$ cat src/rtl/uart_tx_arbiter.sv
// Round-robin arbiter that funnels host bytes into per-channel FIFOs and
// dispatches each FIFO to its UART transmitter, pacing on tx_busy.
module uart_tx_arbiter #(
  parameter  int NUM_REQ  = 4,
  parameter  int NUM_CH   = 2,
  parameter  int DEPTH    = 4,
  parameter  int START_TO = 16,
  localparam int CHW      = (NUM_CH > 1) ? $clog2(NUM_CH) : 1
) (
  input  logic                   clk,
  input  logic                   rst,
  input  logic [NUM_REQ-1:0]     req_valid,
  input  logic [8*NUM_REQ-1:0]   req_data,
  input  logic [CHW*NUM_REQ-1:0] req_ch,
  output logic [NUM_REQ-1:0]     req_ready,
  input  logic [NUM_CH-1:0]      ch_enable,
  input  logic [NUM_CH-1:0]      tx_busy,
  output logic [NUM_CH-1:0]      tx_start,
  output logic [8*NUM_CH-1:0]    tx_data,
  output logic [NUM_CH-1:0]      ch_full,
  output logic                   drop_err,
  output logic [NUM_CH-1:0]      start_lost
);
  localparam int AW = $clog2(DEPTH);
  localparam int RW = $clog2(NUM_REQ);
  localparam int TW = $clog2(START_TO + 1);
  localparam logic [AW:0]   DEPTH_C = (AW+1)'(DEPTH);
  localparam logic [TW-1:0] TO_C    = TW'(START_TO - 1);

  typedef enum logic [1:0] {S_IDLE, S_WAIT_BUSY, S_WAIT_DONE} state_e;

  logic [RW-1:0]             rr_q, rr_d;
  logic [NUM_CH-1:0][AW:0]   cnt_q, cnt_d;
  logic [NUM_CH-1:0][AW-1:0] wr_q, wr_d, rd_q, rd_d;
  logic [7:0]                mem_q [NUM_CH][DEPTH];
  state_e                    st_q [NUM_CH];
  state_e                    st_d [NUM_CH];
  logic [NUM_CH-1:0][TW-1:0] tmr_q, tmr_d;
  logic [NUM_CH-1:0]         start_q, start_d, lost_q, lost_d;
  logic [NUM_CH-1:0][7:0]    data_q, data_d;
  logic                      drop_q, drop_d;

  logic [NUM_CH-1:0]  full, push, pop;
  logic [NUM_REQ-1:0] elig;
  logic               gnt_vld, gnt_in_rng;
  logic [RW-1:0]      gnt_idx;
  logic [7:0]         gnt_data;
  logic [CHW-1:0]     gnt_ch;

  // Eligibility uses the registered count, so a same-cycle pop never frees a slot.
  always_comb begin
    int unsigned idx;
    idx     = 0;
    elig    = '0;
    gnt_vld = 1'b0;
    gnt_idx = '0;
    for (int unsigned c = 0; c < NUM_CH; c++) full[c] = (cnt_q[c] == DEPTH_C);
    for (int unsigned i = 0; i < NUM_REQ; i++) begin
      elig[i] = req_valid[i];
      for (int unsigned c = 0; c < NUM_CH; c++)
        if (req_ch[i*CHW +: CHW] == CHW'(c) && full[c]) elig[i] = 1'b0;
    end
    for (int unsigned k = 0; k < NUM_REQ; k++) begin
      idx = (32'(rr_q) + k) % NUM_REQ;
      if (!gnt_vld && elig[idx]) begin
        gnt_vld = 1'b1;
        gnt_idx = RW'(idx);
      end
    end
  end

  always_comb begin
    gnt_data   = req_data[32'(gnt_idx)*8 +: 8];
    gnt_ch     = req_ch[32'(gnt_idx)*CHW +: CHW];
    req_ready  = gnt_vld ? (NUM_REQ'(1) << gnt_idx) : '0;
    rr_d       = gnt_vld ? RW'((32'(gnt_idx) + 1) % NUM_REQ) : rr_q;
    gnt_in_rng = 1'b0;
    for (int unsigned c = 0; c < NUM_CH; c++) begin
      push[c] = gnt_vld && (gnt_ch == CHW'(c));
      if (gnt_ch == CHW'(c)) gnt_in_rng = 1'b1;
    end
    drop_d = gnt_vld && !gnt_in_rng;
    for (int unsigned c = 0; c < NUM_CH; c++) begin
      wr_d[c]  = wr_q[c] + AW'(push[c]);
      rd_d[c]  = rd_q[c] + AW'(pop[c]);
      cnt_d[c] = cnt_q[c] + (AW+1)'(push[c]) - (AW+1)'(pop[c]);
    end
  end

  // Dispatcher next-state
  always_comb begin
    for (int unsigned c = 0; c < NUM_CH; c++) begin
      st_d[c]  = st_q[c];
      tmr_d[c] = tmr_q[c];
      pop[c]   = 1'b0;
      case (st_q[c])
        S_IDLE:
          if (cnt_q[c] != '0 && ch_enable[c] && !tx_busy[c]) begin
            pop[c]   = 1'b1;
            st_d[c]  = S_WAIT_BUSY;
            tmr_d[c] = '0;
          end
        S_WAIT_BUSY:
          if (tx_busy[c])            st_d[c]  = S_WAIT_DONE;
          else if (tmr_q[c] == TO_C) st_d[c]  = S_IDLE;
          else                       tmr_d[c] = tmr_q[c] + 1'b1;
        S_WAIT_DONE:
          if (!tx_busy[c]) st_d[c] = S_IDLE;
        default: st_d[c] = S_IDLE;
      endcase
    end
  end

  // Dispatcher outputs
  always_comb begin
    for (int unsigned c = 0; c < NUM_CH; c++) begin
      start_d[c] = pop[c];
      data_d[c]  = pop[c] ? mem_q[c][rd_q[c]] : data_q[c];
      lost_d[c]  = (st_q[c] == S_WAIT_BUSY) && !tx_busy[c] && (tmr_q[c] == TO_C);
    end
  end

  always_ff @(posedge clk or negedge rst) begin
    if (!rst) begin
      rr_q    <= '0;
      cnt_q   <= '0;
      wr_q    <= '0;
      rd_q    <= '0;
      tmr_q   <= '0;
      start_q <= '0;
      lost_q  <= '0;
      data_q  <= '0;
      drop_q  <= 1'b0;
      for (int unsigned c = 0; c < NUM_CH; c++) st_q[c] <= S_IDLE;
    end else begin
      rr_q    <= rr_d;
      cnt_q   <= cnt_d;
      wr_q    <= wr_d;
      rd_q    <= rd_d;
      tmr_q   <= tmr_d;
      start_q <= start_d;
      lost_q  <= lost_d;
      data_q  <= data_d;
      drop_q  <= drop_d;
      for (int unsigned c = 0; c < NUM_CH; c++) st_q[c] <= st_d[c];
    end
  end

  always_ff @(posedge clk) begin
    for (int unsigned c = 0; c < NUM_CH; c++)
      if (push[c]) mem_q[c][wr_q[c]] <= gnt_data;
  end

  assign tx_start   = start_q;
  assign tx_data    = data_q;
  assign ch_full    = full;
  assign drop_err   = drop_q;
  assign start_lost = lost_q;
endmodule

$ cat config.mk
export PLATFORM = sky130hd
export DESIGN_NAME = uart_tx_arbiter
export DESIGN_NICKNAME = d
export VERILOG_FILES = /design/src/rtl/uart_tx_arbiter.sv
export SDC_FILE = /design/constraint.sdc
export NUM_CORES = 1
export LEC_CHECK = 0
export ABC_AREA = 1
export CAP_MARGIN = 30
export CORE_UTILIZATION = 50
export DETAILED_ROUTE_END_ITERATION = 10
export PLACE_DENSITY = 0.73
export SETUP_SLACK_MARGIN = 0.02
export SLEW_MARGIN = 20
export SYNTH_ARGS = -nofsm -noshare
export SYNTH_HDL_FRONTEND = slang
export SYNTH_SLANG_ARGS = --single-unit
$ cat constraint.sdc
create_clock -name clk -period 8.4 [get_ports clk]
set_input_delay 1.26 -clock clk [delete_from_list [all_inputs] [get_ports clk]]
set_output_delay 1.26 -clock clk [all_outputs]
set_load 0.005 [all_outputs]
==> flow_summary.yaml, run 1 <==
logic_synthesis:
  yosys-top-cells-area: "edfxtp_1 35%, dfrtp_1 23%, nor2_1 6.2%"
  ys.warnings.count: 0
  syn_area_sq_mm: 0.00542
  ys_types: 43
  async_flop_share_pct: 43.9
  yosysTopAreaCell: "edfxtp_1"
  syn-num-nets: 595
  synth_top_area_share_pct: 35.4
  synth_area_per_cell_sq_um: 10.2
  synthCells: 531
  ys_ff_latch: 114
  synth_edf_count: 64
  yosysSeqAreaShare_pct: 58.5
  synthFlopType: "edfxtp_1"
setup_path:
  r2r-start: "rr_q[0]$_DFFE_PN0P_"
  reg2reg_to: "cnt_q[2]$_DFF_PN0_"
  crit_chain: "clkdlybuf4s50_1 -> nand3_1 -> nand4_2 -> nand2_2 -> o21ai_4 -> nand4_1 -> nand3_1 -> nand2_1 -> inv_1 -> ha_1 -> inv_1 -> nor2_1 -> clkdlybuf4s50_1"
  critPathTopFamily: "buffers and inverters"
  cp_data_required_time_ns: 7.14
  crit_buf_inv: 4
  crit_type: "input port to output port"
  slowest_stage: "clkdlybuf4s50_1"
  arrival_ns: 4.26
  endpoint_kind: "output port"
  r2r_cells: 15
  worstSetupStartpointType: "input port"
  path_max_fanout: 13
  max_stage_delay_ns: 0.51
  ff2ff_setup_slack_ns: 4.58
pwr:
  combPwrFrac_pct: 43.5
  seqPwrFrac_pct: 36.4
  p_per_area_mw_per_mm2: 522
  p_sw_share_pct: 40.8
  p_sw_mw: 1.44
  p_int_mw: 2.10
  clkPwrFrac_pct: 20.1
  p_leak_nw: 2.86
  ir_drop_mv: 0.366
hold_path:
  hold_path.class: "flop to flop"
  min_from: "tx_data[8]$_DFFE_PN0P_"
  timing.hold.worst_endpoint: "tx_data[8]$_DFFE_PN0P_"
  holdPathStages: 2
floorplanning:
  rows: 37
  fp.dieW_um: 106
  dieArea_sq_mm: 0.0113
  fp.dieH_um: 106
  core_area_sq_mm: 0.0104
  pin_count: 73
  initial_utilization_pct: 52.1
cells_and_area:
  area_delta_synth_final_pct: 25.1
  antenna-diode-count: 0
  final_nets: 666
  nFillCells: 794
  final_cells: 751
  drive_above_1_share_pct: 10.7
drt:
  post_drt_wl_per_cell_um: 14.6
  via_count: 3969
  drc: 0
  final_antenna_net_count: 0
  routed_via_density: 5.28
  routed_wirelength_um: 11000
  first_iter_violations: 243
  first_pass_iters: 4
timing:
  timing.fmax_mhz: 181
  hold_viol: 0
  worst_pin_slew_ns: 0.824
  rsz0062_at_grt: "no"
  setup_viol: 0
  min_period_over_period_pct: 65.7
  layout_min_cycle_time_ns: 5.52
  setup_tns_ns: 0
  relSlewSlack_pct: 44.7
  skew_ns: 0.00950
  slew_violations: 0
global_routing:
  antenna_found_initial: 0
  grt_pass1_wl_um: 18300
  grt_util_all_layers_pct: 21.3
  grt_pass1_vias: 3971
  grt_max_degree: 51
  grt_remaining_overflow: 0
placed_design:
  placed_cells_incl_taps: 719
  port_buffers: 71
  dp_hpwl_um: 7500
  gp_congestion: 0.976
outcome:
  status: "completed"
clock_network:
  hold_buffers: 0
  postCtsSetupRepairBufs: 0
  clk_latency_ns: 0.49
  ctsHtreeMaxLevel: 4
  cts.clk_slew.worst_paths_ns: 0.06
  cts_buffer_depth: 2
  cts_made_buffers: 17
  post_cts_resized: 0
  clock-sinks: 114
  cts_tree: "yes"
  clock-root-buffer: "clkbuf_8"
run:
  cap_violations: 0
-- cells by family after synthesis --
| kind of cell | count (synthesis) | share of synthesized area, % |
|---|---|---|
| fa+ha+maj | 18 | 4.43 |
| simple gates | 231 | 19.4 |
| mux | 1 | 0.185 |
| xor+xnor | 9 | 1.59 |
| buf+inv | 77 | 6.11 |
| flops | 114 | 58.5 |
| other cells | 1 | 0.0691 |
| compound gates | 80 | 9.76 |
-- sequential cells by signal, indices dropped and copies added, names as in the netlist --
name	count
cnt_q	6
mem_q	64
rd_q	4
rr_q	2
st_q	4
start_lost	2
tmr_q	10
tx_data	16
tx_start	2
wr_q	4
-- placed cells by master (no fill, tap or decap), types with 5 or more instances in the layout --
| master | n |
|---|---|
| xor2_1 | 6 |
| o211ai_2 | 8 |
| nor2_1 | 90 |
| dfrtp_1 | 50 |
| o32ai_1 | 8 |
| nand4_1 | 11 |
| inv_1 | 53 |
| ha_1 | 16 |
| nand3_1 | 32 |
| edfxtp_1 | 64 |
| o21ai_0 | 36 |
| clkbuf_16 | 16 |
| a21oi_1 | 7 |
| a31oi_1 | 8 |
| nand2_1 | 75 |
| clkdlybuf4s50_1 | 70 |
| nor2_2 | 5 |
| o21ai_1 | 6 |
-- routing by layer --
layer / share of wire [%] / routed length, um / global-route usage (%) / up-vias
li1: - / - / - / 1953
met1: 42 / 4650 / 25.9 / 1871
met2: 51 / 5590 / 36.3 / 132
met3: 5.7 / 621 / 5.70 / 13
met4: 0.95 / 104 / 7.74 / 0
met5: 0 / 0 / 0 / -
-- power groups by stage --
stage / logic (mW) / clock network (mW) / registers [mW]
after detailed placement: 1.54 / 0 / 1.30
final: 1.54 / 0.711 / 1.29
after global routing: 1.74 / 0.748 / 1.32
after global placement: 1.49 / 0 / 1.28
after floorplan: 1.14 / 0 / 1.21
after CTS: 1.55 / 0.719 / 1.29
-- worst max-delay path by stage --
stage	startpoint	endpoint	slack (ns)	depth (start not counted)
4_1_cts	req_ch[1]	req_ready[2]	2.89	13
3_3_place_gp	req_ch[0]	req_ready[3]	3.10	13
3_5_place_dp	req_ch[1]	req_ready[2]	2.91	13
5_1_grt	req_ch[3]	req_ready[3]	2.61	15
6_report	req_ch[1]	req_ready[2]	2.88	13
2_1_floorplan	req_ch[0]	req_ready[1]	4.45	14
-- metrics by stage --
stage / worst slack, ns / cell area, sq um / power, mW / hold slack (ns) / utilization (%)
2_1_floorplan: 4.45 / 5420 / 2.35 / 0.465 / -
3_3_place_gp: 3.10 / 6190 / 2.77 / 0.453 / 59.4
3_5_place_dp: 2.91 / 6190 / 2.84 / 0.458 / 59.4
4_1_cts: 2.89 / 6790 / 3.56 / 0.473 / 65.1
5_1_grt: 2.61 / 6790 / 3.81 / 0.498 / 65.1
6_report: 2.88 / 6790 / 3.54 / 0.466 / 65.1
-- tightest hold or removal path, stage by stage (launching register included) --
cell and delay (ns):
dfrtp_1 0.34, nand2_1 0.05, nand2_1 0.04
-- final cells by class --
class | instances | area, sq um | area share, %
Sequential cell | 114 | 3170 | 46.8
Multi-Input combinational cell | 340 | 1920 | 28.3
Timing Repair Buffer | 72 | 713 | 10.5
Clock buffer | 17 | 414 | 6.10
Inverter | 57 | 214 | 3.15
Clock inverter | 15 | 181 | 2.67
Tap cell | 136 | 170 | 2.51
-- synthesized netlist by cell type (all sizes together), types with 6 or more instances --
library cell and n:
a21oi 7, nand3 34, clkbuf 10, nand4 14, inv 56, o211ai 8
o32ai 8, a31oi 8, o21ai 45, xor2 6, ha 16, nand2 80
edfxtp 64, buf 10, nor2 97, dfrtp 50
No activity file was read; power rests on OpenSTA's default activity.
==> inputs of run 2 (changes only) <==
- PLACE_DENSITY: 0.73 -> 0.76
- clock period: 8.4 -> 4.7 ns (I/O delays scaled with it)
==> run 2 against run 1 <==
Clock skew is 0.0017 ns higher. Hold slack got worse by 0.17 ns. Setup slack worse by 2.3 ns. Die area is the same. Register-to-register slack got worse by 3.4 ns. First-iteration DRC count increased by 8.2%. Clock-buffer cell count is the same. Critical path type unchanged. Highest routed layer unchanged.
==> flow_summary.yaml, run 2 (synthesis results as in run 1) <==
drt:
  final_antenna_net_count: 0
  post_drt_wl_per_cell_um: 14.5
  routed_wirelength_um: 10900
  routed_via_density: 5.34
  first_pass_iters: 5
  drc: 0
  first_iter_violations: 263
  via_count: 4029
global_routing:
  grt_remaining_overflow: 0
  grt_util_all_layers_pct: 21.0
  top_usage_layer: "met2"
  antenna_found_initial: 0
  grt_util_met1_pct: 25.1
  grt_max_degree: 51
  grt_pass1_vias: 3865
  grt_pass1_wl_um: 18100
  grt_util_met3_pct: 4.90
  met2_usage_pct: 36.9
cells_and_area:
  drive_above_1_share_pct: 11.3
  antenna-diode-count: 0
  mostFrequentLayoutCells: "90 x nor2_1, 75 x nand2_1, 70 x clkdlybuf4s50_1, 64 x edfxtp_1, 53 x inv_1"
  final_nets: 669
  final_cells: 754
  area_delta_synth_final_pct: 25.6
  final_common_cell: "nor2_1"
  largest_register_ffs: 64
setup_path:
  r2r_cells: 16
  crit_type: "input port to output port"
  worstSetupStartpointType: "input port"
  endpoint_kind: "output port"
  arrival_ns: 3.43
  cp_data_required_time_ns: 3.99
  ff2ff_setup_slack_ns: 1.18
  path_max_fanout: 32
hold_path:
  hold_path.class: "input port to async pin"
floorplanning:
  fp.dieW_um: 106
  core_area_sq_mm: 0.0104
  fp.dieH_um: 106
  dieArea_sq_mm: 0.0113
  pin_count: 73
  rows: 37
  initial_utilization_pct: 52.1
timing:
  setup_viol: 0
  slew_violations: 0
  min_period_over_period_pct: 88.0
  hold_viol: 0
  rsz0062_at_grt: "no"
  setup_tns_ns: 0
  worst_pin_slew_ns: 0.826
  skew_ns: 0.0112
  relSlewSlack_pct: 44.6
  timing.fmax_mhz: 242
  layout_min_cycle_time_ns: 4.14
  finalHoldWorstSlack_ns: 0.297
clock_network:
  cts_tree: "yes"
  cts.clk_slew.worst_paths_ns: 0.06
  clk_latency_ns: 0.51
  cts_made_buffers: 17
  clock-root-buffer: "clkbuf_8"
  clock-sinks: 114
  post_cts_resized: 0
  ctsHtreeMaxLevel: 4
  postCtsSetupRepairBufs: 0
  cts_buffer_depth: 2
  hold_buffers: 0
run:
  cap_violations: 0
placed_design:
  placed_cells_incl_taps: 722
  port_buffers: 71
  dp_hpwl_um: 7430
  gp_congestion: 0.825
outcome:
  status: "completed"
==> run 2: layout make-up <==
| class | count | area, sq um |
|---|---|---|
| Clock inverter | 15 | 185 |
| Multi-Input combinational cell | 340 | 1920 |
| Timing Repair Buffer | 75 | 736 |
| Inverter | 57 | 214 |
| Tap cell | 136 | 170 |
| Clock buffer | 17 | 414 |
| Fill cell | 787 | 3600 |
| Sequential cell | 114 | 3170 |
==> run 2: worst max-delay path: stages <==
cell and delay [ns]:
clkdlybuf4s50_1 0.45, inv_1 0.11, nand3_1 0.14, nand4_2 0.14
nand2_2 0.10, o21ai_4 0.20, nand4_4 0.16, nand2_2 0.17
nand2_4 0.22, inv_2 0.21, ha_1 0.17, inv_1 0.04
nor2_1 0.09, clkdlybuf4s50_1 0.50
==> run 2: stage by stage <==
step           utilization [%]  cell area, sq um  worst slack [ns]
2_1_floorplan                -              5420              1.63
3_3_place_gp              59.6              6210             0.693
3_5_place_dp              59.6              6210             0.584
4_1_cts                   65.4              6810             0.571
5_1_grt                   65.4              6810             0.367
6_report                  65.4              6810             0.562
==> run 2: routing by layer <==
metal / vias up / wire [um]
met5: - / 0
met2: 148 / 5620
li1: 1952 / -
met3: 20 / 619
met4: 0 / 157
met1: 1909 / 4540
==> run 2: path summary, 6_finish.rpt <==
check / start / to
worst max register to register: rr_q[0]$_DFFE_PN0P_ / cnt_q[2]$_DFF_PN0_
worst min register to register: tx_data[12]$_DFFE_PN0P_ / tx_data[12]$_DFFE_PN0P_
worst max-delay path: req_ch[0] / req_ready[2]
worst min-delay path: rst / start_lost[0]$_DFF_PN0_
min in group clk: tx_data[12]$_DFFE_PN0P_ / tx_data[12]$_DFFE_PN0P_
max in group asynchronous: rst / tx_data[8]$_DFFE_PN0P_
Power of run 2 is left out: the tool's default activity adds up to more than one toggle a clock period on the data nets, which glitch-free logic cannot reach.
==> inputs of run 3 (changes only) <==
- CTS_CLUSTER_DIAMETER: unset -> 80
==> results of run 3 <==
Same layout as run 2: the final DEF is identical, and so are final timing and power.
Power of run 3 is left out for the same reason.
==> edit, RTL diff (settings of run 2) <==
The parameter `START_TO` goes from 16 to 8.
--- a/src/rtl/uart_tx_arbiter.sv
+++ b/src/rtl/uart_tx_arbiter.sv
@@ -5,5 +5,5 @@
   parameter  int NUM_CH   = 2,
   parameter  int DEPTH    = 4,
-  parameter  int START_TO = 16,
+  parameter  int START_TO = 8,
   localparam int CHW      = (NUM_CH > 1) ? $clog2(NUM_CH) : 1
 ) (
Formal check against the unedited RTL: no difference found for any inputs over 4 cycles, from zero or initial values and one cycle with rst low; that may be too few to reach the edited logic, so the function may still have changed.
==> edit against run 2 <==
- fmax rose by 2.8%
- sequential cell count down 2
- wire length fell by 5.1%
- synthesized area down 5.0%
- worst setup slack improved by 110 ps
- critical path depth up 1
- utilization fell by 2.5 points
- design area fell by 9.0%
- global-route usage is 0.18 points lower
- critical path type unchanged
- largest cell class unchanged
==> edit: results (changes against run 2) <==
* Run status: finished clean
* Fraction of layout cells with a size suffix above 1: 0.0815 (-0.0318)
- The total cell area at the placement stage was 6000 um2 (-3.4%).
* Worst r2r src: cnt_q[1]
* Total placed cells including tap cells: 694 (-3.9%)
* First-pass GRT wire length: 17.7 mm (-2.5%)
* Portion of netlist area occupied by mux cells: 0 (-0.00185)
* Proportion of register bits with asynchronous set or reset after synthesis: 0.429 (-0.0100)
- Actual transition at the worst max-transition pin: 851 ps (+25.4 ps)
* Avg Inst Size Synth: 10.3 um2 (+0.88%)
* Adder-cell share of the synthesized area: 0.0369 (-0.00738)
* Filler cell count in the final layout: 768 (-2.4%)
* Xor/xnor share of the synthesized area: 0.0134 (-0.00256)
- Synthesized netlist net count: 560 (-5.9%)
* Non-filler cells, final: 710 (-5.8%)
- The largest stage delay on the critical path is 550 ps (+50 ps).
* Clock latency at the later pin of the worst-skew pair: 370 ps (-140 ps)
* Post-synth top cells: sky130_fd_sc_hd__nand2_1, sky130_fd_sc_hd__edfxtp_1, sky130_fd_sc_hd__nor2_1
- DR vias: 3805 (-5.6%)
* Final WL: 10.4 mm (-5.1%)
* Layout Skew: 12.6 ps (+1.46 ps)
* Post-synthesis compound-gate area fraction: 0.0823 (-0.0153)
* Final critical-path setup slack: 676 ps (+114 ps)
* Signal arrival time at the worst endpoint: 3320 ps (-110 ps)
- Source of the critical timing path: req_ch[3]
- The pin count of the biggest net entering global routing came to 49 (-3.9%).
- Setup slack of the worst register-to-register path: 1290 ps (+110 ps)
- End of the critical path: req_ready[3]
- The sequential area share after synthesis was 0.606 (+0.0211).
- Clock-pin slew of the registers on the worst-case setup and hold paths: 110 ps (+50 ps)
- The layout net count came to 632 (-5.5%).
- Iteration-0 DRC Markers: 202 (-23%)
[edit: changes by cell type after synthesis, moves of 8 or more]
cell                              run 2  this run
sky130_fd_sc_hd__nand2_1             75       115
sky130_fd_sc_hd__o21ai_0             36        21
sky130_fd_sc_hd__o32ai_1              8        16
sky130_fd_sc_hd__inv_1               53        31
sky130_fd_sc_hd__a21oi_1              7        16
sky130_fd_sc_hd__a32oi_1              0         8
sky130_fd_sc_hd__nor2_1              90        64
sky130_fd_sc_hd__o211ai_2             8         0
[edit: layout make-up]
type | instances | area, um2 | area share
inverters | 36 | 135 | 0.0218
repair buffers | 80 | 773 | 0.125
multi-input cells | 333 | 1810 | 0.291
flip-flops and latches | 112 | 3120 | 0.504
clock buffers | 9 | 124 | 0.0200
clock inverters | 7 | 72.6 | 0.0117
well taps | 133 | 166 | 0.0268
[edit: layer usage]
metal	track usage	part of all wire
met1	0.272	0.44
met2	0.339	0.49
met4	0.107	0.016
met3	0.0296	0.058
met5	0	0
